$ cat src/rtl/tuple_dispatch_sched.sv
// Round-robin scheduler: drains NUM_QUEUES fall-through tuple/len FIFOs into a valid/ready descriptor port.
// Define SCHED_SHAPER_EN to add a token-bucket byte-rate shaper in front of the grant.
module tuple_dispatch_sched #(
  parameter int NUM_QUEUES      = 4,
  parameter int PKT_TUPLE_WIDTH = 104,
  parameter int PKT_LEN_WIDTH   = 16,
  parameter int TOKEN_WIDTH     = 24,
  parameter int QW              = $clog2(NUM_QUEUES)
) (
  input  logic                                                clk,
  input  logic                                                reset,
  input  logic [NUM_QUEUES*(PKT_TUPLE_WIDTH+PKT_LEN_WIDTH)-1:0] q_data,
  input  logic [NUM_QUEUES-1:0]                               q_empty,
  output logic [NUM_QUEUES-1:0]                               q_rd_en,
  output logic [PKT_TUPLE_WIDTH-1:0]                          out_tuple,
  output logic [PKT_LEN_WIDTH-1:0]                            out_pkt_len,
  output logic [QW-1:0]                                       out_qid,
  output logic                                                out_vld,
  input  logic                                                out_ready,
  input  logic                                                cfg_enable,
  input  logic [15:0]                                         cfg_tick_div,
  input  logic [TOKEN_WIDTH-1:0]                              cfg_tokens_per_tick,
  input  logic [TOKEN_WIDTH-1:0]                              cfg_bucket_max,
  output logic [31:0]                                         pkt_count
);

  localparam int EW = PKT_TUPLE_WIDTH + PKT_LEN_WIDTH;

  typedef enum logic {IDLE, SEND} state_t;

  state_t                     state_q;
  logic [QW-1:0]              rr_ptr_q;
  logic [PKT_TUPLE_WIDTH-1:0] out_tuple_q;
  logic [PKT_LEN_WIDTH-1:0]   out_len_q;
  logic [QW-1:0]              out_qid_q;
  logic                       out_vld_q;
  logic [31:0]                pkt_count_q;

  logic [PKT_TUPLE_WIDTH-1:0] q_tuple [NUM_QUEUES];
  logic [PKT_LEN_WIDTH-1:0]   q_len   [NUM_QUEUES];

  logic [QW-1:0] cand_idx;
  logic [QW-1:0] scan_idx;
  logic          cand_found;
  logic          eligible;
  logic          grant;

  for (genvar gi = 0; gi < NUM_QUEUES; gi++) begin : g_queue
    assign q_len[gi]   = q_data[gi*EW +: PKT_LEN_WIDTH];
    assign q_tuple[gi] = q_data[gi*EW + PKT_LEN_WIDTH +: PKT_TUPLE_WIDTH];
    assign q_rd_en[gi] = grant && (cand_idx == QW'(gi));
  end

  // First nonempty queue strictly after the last served one, wrapping.
  always_comb begin
    cand_found = 1'b0;
    cand_idx   = '0;
    scan_idx   = '0;
    for (int k = 1; k <= NUM_QUEUES; k++) begin
      scan_idx = QW'((int'(rr_ptr_q) + k) % NUM_QUEUES);
      if (!cand_found && !q_empty[scan_idx]) begin
        cand_found = 1'b1;
        cand_idx   = scan_idx;
      end
    end
  end

  // Reset is folded in so no pop can escape while the block is held in reset.
  assign grant = !reset && (state_q == IDLE) && cfg_enable && cand_found && eligible;

`ifdef SCHED_SHAPER_EN
  logic [PKT_LEN_WIDTH-1:0] cand_len;
  logic [TOKEN_WIDTH-1:0]   tokens_q, tokens_d;
  logic [15:0]              tick_q, tick_d;
  logic                     refill;
  logic [TOKEN_WIDTH:0]     len_ext;
  logic [TOKEN_WIDTH:0]     tok_sum;

  assign cand_len = q_len[cand_idx];
  assign len_ext  = (TOKEN_WIDTH+1)'(cand_len);
  assign eligible = {1'b0, tokens_q} >= len_ext;

  // >= rather than == so a lowered divider cannot strand the counter above it.
  assign refill = tick_q >= cfg_tick_div;
  assign tick_d = refill ? 16'd0 : tick_q + 16'd1;

  always_comb begin
    tok_sum = {1'b0, tokens_q}
            + (refill ? {1'b0, cfg_tokens_per_tick} : '0)
            - (grant ? len_ext : '0);
    if (tok_sum > {1'b0, cfg_bucket_max}) begin
      tokens_d = cfg_bucket_max;
    end else begin
      tokens_d = tok_sum[TOKEN_WIDTH-1:0];
    end
  end

  always_ff @(posedge clk or posedge reset) begin
    if (reset) begin
      tokens_q <= '0;
      tick_q   <= '0;
    end else begin
      tokens_q <= tokens_d;
      tick_q   <= tick_d;
    end
  end
`else
  logic unused_cfg;

  assign eligible   = 1'b1;
  assign unused_cfg = ^{cfg_tick_div, cfg_tokens_per_tick, cfg_bucket_max};
`endif

  always_ff @(posedge clk or posedge reset) begin
    if (reset) begin
      state_q     <= IDLE;
      rr_ptr_q    <= QW'(NUM_QUEUES - 1);
      out_tuple_q <= '0;
      out_len_q   <= '0;
      out_qid_q   <= '0;
      out_vld_q   <= 1'b0;
      pkt_count_q <= '0;
    end else begin
      case (state_q)
        IDLE: begin
          if (grant) begin
            out_tuple_q <= q_tuple[cand_idx];
            out_len_q   <= q_len[cand_idx];
            out_qid_q   <= cand_idx;
            rr_ptr_q    <= cand_idx;
            out_vld_q   <= 1'b1;
            state_q     <= SEND;
          end
        end
        SEND: begin
          if (out_ready) begin
            out_vld_q   <= 1'b0;
            pkt_count_q <= pkt_count_q + 32'd1;
            state_q     <= IDLE;
          end
        end
        default: state_q <= IDLE;
      endcase
    end
  end

  assign out_tuple   = out_tuple_q;
  assign out_pkt_len = out_len_q;
  assign out_qid     = out_qid_q;
  assign out_vld     = out_vld_q;
  assign pkt_count   = pkt_count_q;

endmodule

$ cat config.mk
export PLATFORM = sky130hd
export DESIGN_NAME = tuple_dispatch_sched
export DESIGN_NICKNAME = d
export VERILOG_FILES = /design/src/rtl/tuple_dispatch_sched.sv
export SDC_FILE = /design/constraint.sdc
export NUM_CORES = 1
export LEC_CHECK = 0
export CORE_AREA = 10 10 265 267
export DETAILED_ROUTE_END_ITERATION = 16
export DIE_AREA = 0 0 275 277
export SLEW_MARGIN = 5
export SYNTH_ARGS = -nofsm -noshare
export SYNTH_HDL_FRONTEND = slang
export SYNTH_SLANG_ARGS = --single-unit
$ cat constraint.sdc
create_clock -name clk -period 6.3 [get_ports clk]
set_clock_uncertainty 0.05 [all_clocks]
set_input_delay 0.63 -clock clk [delete_from_list [all_inputs] [get_ports clk]]
set_output_delay 0.63 -clock clk [all_outputs]
set_load 0.03 [all_outputs]
==> results.cfg <==
[run_status]
status = completed

[global_routing]
first_global_vias = 12200
grt_usage_pct = 14.1
gr-total-overflow = 0
antenna_found_initial = 2
grt_first_pass_wirelength_um = 80600
grt_max_degree = 78

[timing]
relSlewSlack_pct = 38.0
period_share_pct = 67.6
slew_violations = 0
finalSetupTns_ns = 0
period_needed_ns = 4.26
rsz0062_at_grt = no
hold_viol_final = 0
worst_slack_ns = 2.04
setup_violations = 0
max_freq_ghz = 0.235
tightestPinTransition_ns = 0.930

[synth]
async_flop_share_pct = 100
synthMuxAreaShare_pct = 0.252
synth-edff-count = 0
synth_top_family_by_area = compound AO/OA/AOI/OAI gates
yosys_warnings = 0
ys_ff_latch = 158
netlist_area_um2 = 8920
synthTopCellsByCount = nand3_1 (249), dfrtp_1 (156), nor2_1 (135)
yosysUniqueCellTypes = 42
synth_top_flop_cell = dfrtp_1
ys_top_cells_by_area = dfrtp_1 (44%), nand3_1 (14%), a221oi_1 (9.9%)
synth.most_common_cell = nand3_1
synthAdderAreaFrac_pct = 0.140
yosys.area_share.simple_pct = 22.9
synth_top_area_share_pct = 43.8
syn-mean-instance-area_um2 = 8.86
synth_xor_area_share_pct = 3.04
syn_nets = 1560
synth-compound-area-share_pct = 23.2
yosysSeqAreaShare_pct = 44.4
yosysTopAreaCell = dfrtp_1
postSynthCellCount = 1007

[floorplanning]
dieArea_um2 = 76200
fp.dieH_um = 277
num_io_pins = 711
start_util_pct = 13.7
dieWidth_um = 275
fp.coreArea_um2 = 65200
rows = 94

[critical_path]
path_max_fanout = 19
crit_buf_inv = 2
cp_top_family = buffers and inverters
worstSetupStartpointType = primary input
crit_path_cell_trace = clkdlybuf4s50_1, nand2_1, a31oi_1, and2_4, nand2_1, nor2_1, clkdlybuf4s50_1
slowest_delay_ns = 0.77
crit_path_top_delay_cell = clkdlybuf4s50_1
crit_required_ns = 5.62
end_kind = primary output
crit_type = primary input to primary output
cp.arrival_ns = 3.58

[pwr]
p_sw_share_pct = 43.8
power.internal_mw = 3.13
ir_worst_vdd_mv = 0.179
power_frac_clock_pct = 21.8
p_seq_share_pct = 27.5
power_switching_mw = 2.44
powerDensity_nw_per_um2 = 330
leakagePower_nw = 6.07
comb_power_share_pct = 50.8

[final_layout]
fillerInstances = 6981
multi_input_area_um2 = 4500
insertedDiodeCount = 0
regArea_um2 = 3960
nets = 2135
final_layout_size_suffix_gt1_share_pct = 5.40
area_delta_synth_final_pct = 89.1

[clock_tree]
cts_buffers = 17
cts_buffer_depth = 2
holdBufCountCts = 0
cts_root_buf = clkbuf_16
insertion_delay_ns = 0.48
tritoncts = yes
htree_levels = 4
postCtsResizedCells = 0
path_clk_slew_ns = 0.07
post_cts_buffers = 0
numClockSinks = 158

[drt]
dr.pass1.iters = 5
wirelength_um = 55800
vias = 11200
drt-wirelength-per-cell_um = 22.7
detail-route-antenna-nets = 0
vias_per_cell = 4.54
wl_met3_um = 5020
wl_met1_um = 21900
met2_length_um = 26900
highest_layer = met4
drc_errors = 0
drtIter0Drc = 698

[placement]
gp_congestion = 0.863
dp_slack_ns = 1.97
hpwl_um = 42200
io_buffers = 646

[hold_path]
min_path_type = flip-flop to flip-flop

[job]
drv_cap = 0
## logic make-up after synthesis
family	count (synthesis)
AO/OA/AOI/OAI	261
XOR/XNOR	31
adder cells (fa/ha/maj)	1
buffers and inverters	117
flip-flops	158
multiplexers	2
AND/OR/NAND/NOR	437
## cell type report
| cell class | instances | area share [%] |
|---|---|---|
| Timing Repair Buffer | 667 | 39.4 |
| Multi-Input combinational cell | 732 | 26.7 |
| Sequential cell | 158 | 23.5 |
| Tap cell | 864 | 6.41 |
| Clock buffer | 17 | 2.52 |
| Clock inverter | 14 | 1.36 |
| Inverter | 6 | 0.163 |
## registers in the layout, summed over array words and instances (netlist names)
| signal | flops |
|---|---|
| rr_ptr_q | 2 |
| pkt_count | 32 |
| state_q | 1 |
| out_pkt_len | 16 |
| out_tuple | 104 |
| out_vld | 1 |
| out_qid | 2 |
## final timing paths
| check | start | end | slack, ns | cells after the start |
|---|---|---|---|---|
| worst min-delay path | out_qid[1] | out_qid[1] | 0.44 | 2 |
| max in group asynchronous | reset | out_tuple[60] | 4.40 | 3 |
| min in group asynchronous | reset | out_pkt_len[7] | 0.50 | 2 |
| worst max register to register | rr_ptr_q[1] | out_tuple[94] | 3.29 | 6 |
| worst max-delay path | q_empty[0] | q_rd_en[3] | 2.04 | 7 |
| worst min register to register | out_qid[1] | out_qid[1] | 0.44 | 2 |
## power by group through the flow
stage / clock network, mW / logic [mW] / registers, mW
4_1_cts: 1.27 / 2.86 / 1.53
6_report: 1.21 / 2.83 / 1.53
2_1_floorplan: 0 / 0.907 / 2.08
3_3_place_gp: 0 / 2.84 / 1.53
5_1_grt: 1.30 / 3.02 / 1.57
3_5_place_dp: 0 / 2.85 / 1.55
## metrics by stage
stage          total power [mW]  instances  utilization [%]  hold slack [ns]  cell area (um^2)
2_1_floorplan              2.98       1007                -            0.489              8920
3_3_place_gp               4.37       2427             24.9            0.411             16200
3_5_place_dp               4.40       2427             24.9            0.426             16200
4_1_cts                    5.66       2458             25.9            0.437             16900
5_1_grt                    5.89       2458             25.9            0.447             16900
6_report                   5.57       2458             25.9            0.441             16900
## worst min-delay path, stage by stage, from the launching register on
cell and delay [ns]:
dfrtp_1 0.35, nand2_1 0.06, nand2_1 0.06
## placed cells by master (no fill, tap or decap), types with 3 or more instances in the layout
cell type        netlist  routed
and4_1                 3       3
a21oi_1                6       6
nor2b_1                3       3
bufinv_16              0       5
and2_1                 4       3
a31oi_1              122     121
inv_1                  6       5
clkdlybuf4s50_1        0     646
nand4_1               11      11
inv_6                  0       5
clkbuf_16              0      17
xnor2_1               25      25
xor2_1                 6       6
nand3_1              249     249
nor2_1               135     134
a221oi_1             101     101
dfrtp_1              156     156
a221oi_2              19      19
buf_4                  3      19
nand2_1               23      22
## routing by layer
| layer | vias up | global-route usage [%] |
|---|---|---|
| li1 | 5011 | - |
| met1 | 5479 | 16.1 |
| met2 | 592 | 23.7 |
| met3 | 80 | 4.67 |
| met4 | 0 | 6.10 |
| met5 | - | 0 |
Note: power is estimated with default switching activity, not from simulation.
==> variant, RTL diff (same flow settings) <==
`NUM_QUEUES`: 4 -> 2.
--- a/src/rtl/tuple_dispatch_sched.sv
+++ b/src/rtl/tuple_dispatch_sched.sv
@@ -1,7 +1,7 @@
 // Round-robin scheduler: drains NUM_QUEUES fall-through tuple/len FIFOs into a valid/ready descriptor port.
 // Define SCHED_SHAPER_EN to add a token-bucket byte-rate shaper in front of the grant.
 module tuple_dispatch_sched #(
-  parameter int NUM_QUEUES      = 4,
+  parameter int NUM_QUEUES      = 2,
   parameter int PKT_TUPLE_WIDTH = 104,
   parameter int PKT_LEN_WIDTH   = 16,
   parameter int TOKEN_WIDTH     = 24,
Interface: changed (resized out_qid, q_data, q_empty and q_rd_en); port bits go from 711 to 466. No check against the original RTL was run, so the function may have changed too.
==> variant against the unedited design <==
  * Worst setup slack improved by 0.82 ns
  * Core utilization decreased by 6.9 points
  * Synthesized cell count is 46% lower
  * Power shrank 29%
  * Sequential cell count fell by 2
  * Routed wire length shrank 46%
  * Critical endpoint is now q_rd_en[0]
  * Count of clock-buffer cells in the layout is 3 higher
  * Area after synthesis shrank 24%
  * Cell area shrank 27%
  * Non-clock buffer count is 257 lower
  * Die area is the same
==> variant: results (changes against the unedited design) <==
- Status: finished clean (unchanged)
- Startpoint of the worst-slack reg-to-reg timing path: state_q (was rr_ptr_q[1])
- Clk root buf: clkbuf_16 (unchanged)
- Top delay family on crit path: buffers and inverters (unchanged)
- GR Util met2: 12.7% (was 23.7%)
- Overall routing resource usage: 7.80% (was 14.1%)
- R2R Path End: out_tuple[91] (was out_tuple[94])
- P_leak: 5.43 nW (was 6.07 nW)
- WP data arrival: 2.77 ns (was 3.58 ns)
- Tightest Pin Transition: 1.02 ns (was 0.930 ns)
- Post-Place Worst Slack: 2.49 ns (was 1.97 ns)
- Crit path time final: 3.45 ns (was 4.26 ns)
- Met3 usage in global routing: 4.30% (was 4.67%)
- Post-Route WL: 30.3 mm (was 55.8 mm)
- Post-CTS Resized: 0 (unchanged)
- Cts bufs inserted: 17 (unchanged)
- Placed Instance Area: 11800 um^2 (was 16200 um^2)
- Met2 Routed Length: 14.2 mm (was 26.9 mm)
- Post-Syn Nets: 858 (was 1560)
- Reg2reg path depth: 6 (unchanged)
- PortBufs: 401 (was 646)
- Worst setup endpoint: q_rd_en[0] (was q_rd_en[3])
- CTS hold repair buffers: 0 (unchanged)
- FILL cells: 7134 (was 6981)
- M1 wire length: 12.0 mm (was 21.9 mm)
- Syn Inst Count: 547 (was 1007)
- Synth top area cells: dfrtp_1 (57%), a22o_1 (15%), a21o_1 (14%) (was dfrtp_1 (44%), nand3_1 (14%), a221oi_1 (9.9%))
- Placer Congestion: 0.763 (was 0.863)
- Worst Setup SP: reset (was q_empty[0])
- Final hold slack: 0.433 ns (was 0.441 ns)
- Sequential share of power: 34.3% (was 27.5%)
- Sequential share of the synthesized area: 57.3% (was 44.4%)
- DP Wirelength: 22.9 mm (was 42.2 mm)
- Worst ir drop on vdd: 201 uV (was 179 uV)
- Slowest CP cell: clkdlybuf4s50_1 (unchanged)
- First-pass GRT wire length: 44.7 mm (was 80.6 mm)
- Starting DRT DRC Count: 274 (was 698)
- CP max stage delay: 0.80 ns (was 0.77 ns)
- Unique cell type count in the Yosys netlist: 30 (was 42)
- Worst hold path class: register to register (unchanged)
- Initial antenna violation count: 0 (was 2)
- Post-synth top cells: dfrtp_1 (155), a21o_1 (123), a22o_1 (120) (was nand3_1 (249), dfrtp_1 (156), nor2_1 (135))
- Largest net degree at the start of global routing: 87 (was 78)
- Layout cell share with drive strength beyond 1: 4.65% (was 5.40%)
- Pre-Repair DR Iteration Count: 6 (was 5)
- Switching Fraction: 35.2% (was 43.8%)
- Hold_sp: out_qid (was out_qid[1])
- Synth async-reset ratio: 100% (unchanged)
- DR WL met3: 3.57 mm (was 5.02 mm)
- Critical-path maximum fanout: 2 (was 19)
- Hold endpoint: out_qid (was out_qid[1])
- Reg2Reg Setup Slack: 3.26 ns (was 3.29 ns)
- M1 GR Usage: 8.46% (was 16.1%)
- Non-filler cells, final: 1811 (was 2458)
- Post-layout nets: 1245 (was 2135)
- Hold depth: 1 (was 2)
- Number of global-route vias before repair: 7031 (was 12200)
- Clk pwr share: 26.7% (was 21.8%)
- Routed vias/inst: 3.47 (was 4.54)
- Design Power: 3.96 mW (was 5.57 mW)
[variant: cell types whose count changed in the layout (fill, tap and decap cells not counted), moves of 5 or more]
cell / change
clkdlybuf4s50_1: -245
a21o_1: +121
a221oi_1: -101
nand3_1: -238
nor2_1: -131
buf_4: -11
a21oi_1: -5
a22o_1: +120
nand2_1: -7
a31oi_1: -121
a221oi_2: -19
[variant: cells by family (layout without fill, tap and decap cells)]
family          count (synthesis)  count (layout)  synth area share (%)
buf+inv                        47             447                  3.84
xor+xnor                       31              31                  3.99
flops                         156             156                  57.3
compound gates                246             246                  29.3
fa+ha+maj                       1               1                 0.184
mux                             1               1                 0.165
simple gates                   65              65                  5.18
[variant: area by class of cell]
cell class / instances / area, um^2 / share of cell area, %
Inverter: 5 / 23.8 / 0.193
Multi-Input combinational cell: 344 / 2670 / 21.6
Timing Repair Buffer: 410 / 4090 / 33.2
Clock inverter: 12 / 139 / 1.13
Clock buffer: 20 / 437 / 3.54
Sequential cell: 156 / 3910 / 31.6
Tap cell: 864 / 1080 / 8.76
